File: src/rtl/systolic_skew_feeder_pkg.sv
// Shared definitions for the systolic skew feeder: FSM encoding and
// elaboration-time helpers for lane depth and packed lane slicing.
package systolic_pkg;

  typedef enum logic [1:0] {
    IDLE   = 2'd0,
    STREAM = 2'd1,
    DRAIN  = 2'd2
  } state_t;

  // Larger of two integers; sizes the drain so the deepest lane empties.
  function automatic int max_int(input int a, input int b);
    return (a > b) ? a : b;
  endfunction

  // LSB position of lane 'lane' inside a packed vector of 'width'-bit lanes.
  function automatic int lane_lsb(input int lane, input int width);
    return lane * width;
  endfunction

endpackage

File: src/rtl/systolic_skew_feeder_lane.sv
// One skew lane: a DEPTH-stage shift register carrying data plus a valid bit.
// Bubbles enter as zero data with valid low so the PE edge never sees stale values.
module skew_lane #(
  parameter int DATA_WIDTH = 8,
  parameter int DEPTH      = 1
) (
  input  logic                         clk,
  input  logic                         rst_n,
  input  logic                         clr,
  input  logic                         en,
  input  logic                         in_vld,
  input  logic signed [DATA_WIDTH-1:0] in_data,
  output logic signed [DATA_WIDTH-1:0] out_data,
  output logic                         out_vld
);

  logic signed [DATA_WIDTH-1:0] data_p [DEPTH];
  logic        [DEPTH-1:0]      vld_p;

  // Shift one stage per advance; clear wipes every stage regardless of en.
  always_ff @(posedge clk or negedge rst_n) begin
    if (!rst_n) begin
      for (int j = 0; j < DEPTH; j++) data_p[j] <= '0;
      vld_p <= '0;
    end else if (clr) begin
      for (int j = 0; j < DEPTH; j++) data_p[j] <= '0;
      vld_p <= '0;
    end else if (en) begin
      data_p[0] <= in_vld ? in_data : '0;
      vld_p[0]  <= in_vld;
      for (int j = 1; j < DEPTH; j++) begin
        data_p[j] <= data_p[j-1];
        vld_p[j]  <= vld_p[j-1];
      end
    end
  end

  assign out_data = data_p[DEPTH-1];
  assign out_vld  = vld_p[DEPTH-1];

endmodule

File: src/rtl/systolic_skew_feeder.sv
// Systolic array input controller: accepts A row-vectors and B column-vectors
// with a valid/ready handshake and skews lane k by k extra beats. A tile ends
// on in_last, after which bubbles are pushed until the deepest lane has
// delivered the final beat (done), then the controller returns to IDLE.
module systolic_skew_feeder
  import systolic_pkg::*;
#(
  parameter int DATA_WIDTH = 8,
  parameter int ROWS       = 4,
  parameter int COLS       = 4,
  parameter int CNT_W      = 8
) (
  input  logic                       clk,
  input  logic                       rst_n,
  input  logic                       flush,
  input  logic                       in_valid,
  output logic                       in_ready,
  input  logic                       in_last,
  input  logic [DATA_WIDTH*ROWS-1:0] A,
  input  logic [DATA_WIDTH*COLS-1:0] B,
  input  logic                       out_ready,
  output logic [DATA_WIDTH*ROWS-1:0] A_out,
  output logic [DATA_WIDTH*COLS-1:0] B_out,
  output logic [ROWS-1:0]            a_lane_valid,
  output logic [COLS-1:0]            b_lane_valid,
  output logic                       valid,
  output logic                       busy,
  output logic                       done,
  output logic [CNT_W-1:0]           beat_cnt
);

  localparam int MAXD   = max_int(ROWS, COLS);
  localparam int DCNT_W = (MAXD > 1) ? $clog2(MAXD) : 1;
  localparam logic [DCNT_W-1:0] DCNT_INIT = DCNT_W'(MAXD - 1);

  state_t              state;
  logic [DCNT_W-1:0]   dcnt;
  logic                advance;
  logic                accept;

  // The array's stall gates everything; flush also blocks new beats so a
  // beat presented alongside flush is dropped rather than half-loaded.
  assign advance  = out_ready;
  assign in_ready = out_ready && (state != DRAIN) && !flush;
  assign accept   = in_valid && in_ready;

  // Tile framing: count beats, then drain MAXD-1 bubbles past the last beat.
  always_ff @(posedge clk or negedge rst_n) begin
    if (!rst_n) begin
      state    <= IDLE;
      dcnt     <= '0;
      beat_cnt <= '0;
    end else if (flush) begin
      state    <= IDLE;
      dcnt     <= '0;
      beat_cnt <= '0;
    end else if (advance) begin
      unique case (state)
        IDLE: begin
          if (accept) begin
            beat_cnt <= CNT_W'(1);
            if (in_last) begin
              state <= DRAIN;
              dcnt  <= DCNT_INIT;
            end else begin
              state <= STREAM;
            end
          end
        end
        STREAM: begin
          if (accept) begin
            beat_cnt <= beat_cnt + CNT_W'(1);
            if (in_last) begin
              state <= DRAIN;
              dcnt  <= DCNT_INIT;
            end
          end
        end
        DRAIN: begin
          if (dcnt == '0) begin
            state    <= IDLE;
            beat_cnt <= '0;
          end else begin
            dcnt <= dcnt - DCNT_W'(1);
          end
        end
        default: begin
          state    <= IDLE;
          dcnt     <= '0;
          beat_cnt <= '0;
        end
      endcase
    end
  end

  // Status comes straight from registers, so done holds through a stall.
  assign busy  = (state != IDLE);
  assign done  = (state == DRAIN) && (dcnt == '0);
  assign valid = (|a_lane_valid) || (|b_lane_valid);

  for (genvar k = 0; k < ROWS; k++) begin : g_a_lane
    skew_lane #(
      .DATA_WIDTH(DATA_WIDTH),
      .DEPTH     (k + 1)
    ) u_lane (
      .clk     (clk),
      .rst_n   (rst_n),
      .clr     (flush),
      .en      (advance),
      .in_vld  (accept),
      .in_data (A[lane_lsb(k, DATA_WIDTH) +: DATA_WIDTH]),
      .out_data(A_out[lane_lsb(k, DATA_WIDTH) +: DATA_WIDTH]),
      .out_vld (a_lane_valid[k])
    );
  end

  for (genvar k = 0; k < COLS; k++) begin : g_b_lane
    skew_lane #(
      .DATA_WIDTH(DATA_WIDTH),
      .DEPTH     (k + 1)
    ) u_lane (
      .clk     (clk),
      .rst_n   (rst_n),
      .clr     (flush),
      .en      (advance),
      .in_vld  (accept),
      .in_data (B[lane_lsb(k, DATA_WIDTH) +: DATA_WIDTH]),
      .out_data(B_out[lane_lsb(k, DATA_WIDTH) +: DATA_WIDTH]),
      .out_vld (b_lane_valid[k])
    );
  end

endmodule
File: config.mk
export PLATFORM = sky130hd
export DESIGN_NAME = systolic_skew_feeder
export DESIGN_NICKNAME = d
export VERILOG_FILES = /design/src/rtl/systolic_skew_feeder_pkg.sv /design/src/rtl/systolic_skew_feeder_lane.sv /design/src/rtl/systolic_skew_feeder.sv
export SDC_FILE = /design/constraint.sdc
export NUM_CORES = 1
export LEC_CHECK = 0
export BUFFER_PORTS_ARGS = -buffer_cell sky130_fd_sc_hd__buf_4
export CAP_MARGIN = 20
export CORE_ASPECT_RATIO = 2
export CORE_MARGIN = 2
export CORE_UTILIZATION = 50
export CTS_BUF_LIST = sky130_fd_sc_hd__clkbuf_4
export CTS_CLUSTER_DIAMETER = 40
export DETAILED_ROUTE_END_ITERATION = 8
export GPL_TIMING_DRIVEN = 0
export HOLD_SLACK_MARGIN = 0.06
export PLACE_DENSITY = 0.74
export SKIP_LAST_GASP = 1
export SYNTH_ARGS = -nofsm -noshare
export SYNTH_HDL_FRONTEND = slang
export SYNTH_SLANG_ARGS = --single-unit
export TNS_END_PERCENT = 50
File: constraint.sdc
create_clock -name clk -period 4.7 [get_ports clk]
set_input_delay 0.94 -clock clk [delete_from_list [all_inputs] [get_ports clk]]
set_output_delay 0.94 -clock clk [all_outputs]
set_load 0.03 [all_outputs]
==> impl_results.md <==
* Outcome: complete, no violations
* H-tree depth at 4
* Delay-heaviest family, CP: buffers and inverters
* Syn_area_per_cell at 12.3 um2
* Cell Rows at 62
* Initial Util at 51.2%
* All-layer global routing usage at 22.1%
* # DRC at 0
* CTS sink cnt at 176
* R2r setup slk at 2.63 ns
* IO Count at 154
* Critical Path Source Type: input pin
* Share of synthesized flip-flops with an asynchronous set or reset at 100%
* Placer Congestion at 0.810
* Clk Latency, worst-skew pair at 0.56 ns
* Drt wl/cell at 17.3 um
* Most frequent cells in the layout: buf_4 (208), dfrtp_1 (176), nor2_1 (102)
* Worst r2r src: state[0]
* Critical Path Sink Type: primary output
* CP max stage cell: clkbuf_1
* Root Driver: clkbuf_4
* Overflow after GRT at 0
* CTS tree: built
* Fmax at 290 MHz
* Layout cell share with drive strength beyond 1 at 33.3%
* Max rail drop VDD at 0.201 mV
* Slew Limit Fails at 0
* Worst Path Required at 3.76 ns
* First-pass GRT wire length at 27800 um
* P_leak at 0.00497 uW
* Vias in the first global route at 5431
* Xor/xnor share of the synthesized area at 0%
* Pre-CTS setup slack at 1.17 ns
* Setup TNS at 0 ns
* Fin. Hold Viols at 0
* # fillers at 1221
* Non-filler cells, final at 979
* Min Tclk post-route at 3.45 ns
* Hold slack final at 0.259 ns
* PwrDens at 298 nW/um2
* Largest net degree at the start of global routing at 110
* CP Buf/Inv Count at 4
* Die Width at 89.9 um
* Drt via density at 5.28
* Max Cap Violations at 0
* Initial DRC Count at 315
* Hold Buf Count CTS at 0
* Main combinational cell family by area after synthesis: multiplexers
* Worst hold path class: in2async
* Port bufs at 152
* Clock Pin Slew Worst Setup and Hold Paths at 0.17 ns
* CP max stage delay at 0.43 ns
* Cts bufs inserted at 17
* Synth warn at 0
* R2R cell count at 6
* Clock Path Buffers at 2
* Multiplexer share of the synthesized area at 13.7%
* Initial antenna violation count at 1
* Critical path type: in2out
* Final setup vio count at 0
* DP Wirelength at 12200 um
* Worst-Margin Slew at 0.852 ns
* Core ar. at 14400 um2
* Post-route clock skew at 0.0325 ns
* Netlist cell types at 39
* Max-slew headroom at 43.1%
* Area Growth Syn to Fin at 22.7%
* CP most frequent cell: clkbuf_1
* Post-synthesis adder-cell area fraction at 0.339%
* Synth Register Bits at 176
* Commonest non-fill, non-tap cell in the layout: buf_4
* Die Ht at 176 um
* Post-CTS Resized at 0
* Post-Synthesis Cells at 601
* Final Net Count at 845
* Final Cycle Share at 73.5%
* # Post-CTS Setup Buffers at 0
* Compound-Gate Fraction of Synth Area at 9.79%
* Mapped Nets at 673
* Post-synth top flop: dfrtp_1
* Post-synth EDFFs at 0
* Synth Area in Simple Gates at 8.10%
* Capturing point of the worst reg2reg path: g_b_lane[1].u_lane.data_p[8]
* Post-DRT Antenna Nets at 0
* Syn Std Cell Area at 7390 um2
* CP Cell Sequence: clkbuf_1, clkbuf_1, buf_2, nor3b_1, buf_4
* Vias at 5169
* Pre-antenna DRT Iters at 4
* Cells after DPL at 946
* Final setup slack of the worst path at 1.25 ns
* Total Wirelength at 16900 um
* WP data arrival at 2.51 ns
* Critical Path Fanout Max at 10
* RSZ-0062 raised after global routing: no
* Die area at 15800 um2
* Seq/Total Area, Yosys at 59.6%
[registers in the layout (all words and copies together) (netlist names)]
| signal | flops |
|---|---|
| g_a_lane.u_lane.out_data | 32 |
| g_b_lane.u_lane.vld_p | 4 |
| g_b_lane.u_lane.data_p | 48 |
| state | 2 |
| g_a_lane.u_lane.data_p | 48 |
| beat_cnt | 8 |
| dcnt | 2 |
| g_b_lane.u_lane.out_data | 32 |
[worst register-to-register path, delay by kind of cell (launching register included)]
kind | cells | cell delay, ns
buffers and inverters | 3 | 0.79
and+or+nand+nor | 2 | 0.67
DFF | 1 | 0.36
AOI/OAI and AO/OA | 1 | 0.18
[how the worst max path moves through the flow]
stage               from       end  cells past startpoint  slack, ns
6_report       out_ready  in_ready                      5       1.25
2_1_floorplan  out_ready  in_ready                      4       1.32
3_5_place_dp   out_ready  in_ready                      5       1.17
3_3_place_gp   out_ready  in_ready                      5       1.18
5_1_grt        out_ready  in_ready                      5       1.09
4_1_cts        out_ready  in_ready                      5       1.16
[report_power, final]
| group | switching, uW | internal [uW] | leakage [uW] |
|---|---|---|---|
| Clock | 571 | 238 | 0.000145 |
| Combinational | 178 | 130 | 0.00240 |
| Sequential | 26.1 | 1550 | 0.00243 |
[cell usage after synthesis, drive strengths merged, types with 3 or more instances]
master,number,share of area (%)
dfrtp,176,60
nor2,102,5.2
mux2i,101,14
buf,79,7.2
a22o,64,7.6
clkbuf,19,0.98
a211o,5,0.59
inv,5,0.25
nor4,5,0.42
nand3,4,0.27
o211ai,4,0.47
a21o,3,0.30
and3,3,0.25
nand2,3,0.15
nor3b,3,0.30
[metrics by stage]
step	utilization [%]	cell area, um2	power (uW)
3_5_place_dp	61.0	8800	1920
6_report	62.8	9060	2700
5_1_grt	62.8	9060	2810
2_1_floorplan	-	7390	1770
4_1_cts	62.8	9060	2720
3_3_place_gp	60.8	8770	1910
[cell families after synthesis]
logic type / Yosys count
AOI/OAI and AO/OA: 84
muxes: 101
DFF: 176
adders and majority gates: 2
and+or+nand+nor: 135
buffers and inverters: 103
[area by class of cell]
class                           count  area [um2]  share of cell area [%]
Sequential cell                   176        4400                    48.6
Multi-Input combinational cell    322        2360                    26.0
Timing Repair Buffer              153        1180                    13.0
Buffer                             98         606                    6.68
Tap cell                          192         240                    2.65
Clock buffer                       18         135                    1.49
Clock inverter                     14         123                    1.35
Inverter                            5        18.8                   0.207
Antenna cell                        1        2.50                  0.0276
[per-layer routing]
layer,routed length (um),up-vias,share of wire (%),global-route usage [%]
met5,0,-,0,0
met4,434,0,2.6,7.95
met3,759,32,4.5,4.59
met2,9220,166,54,40.4
met1,6520,2583,39,25.4
li1,-,2388,-,-
Note: power is estimated with default switching activity, not from simulation.
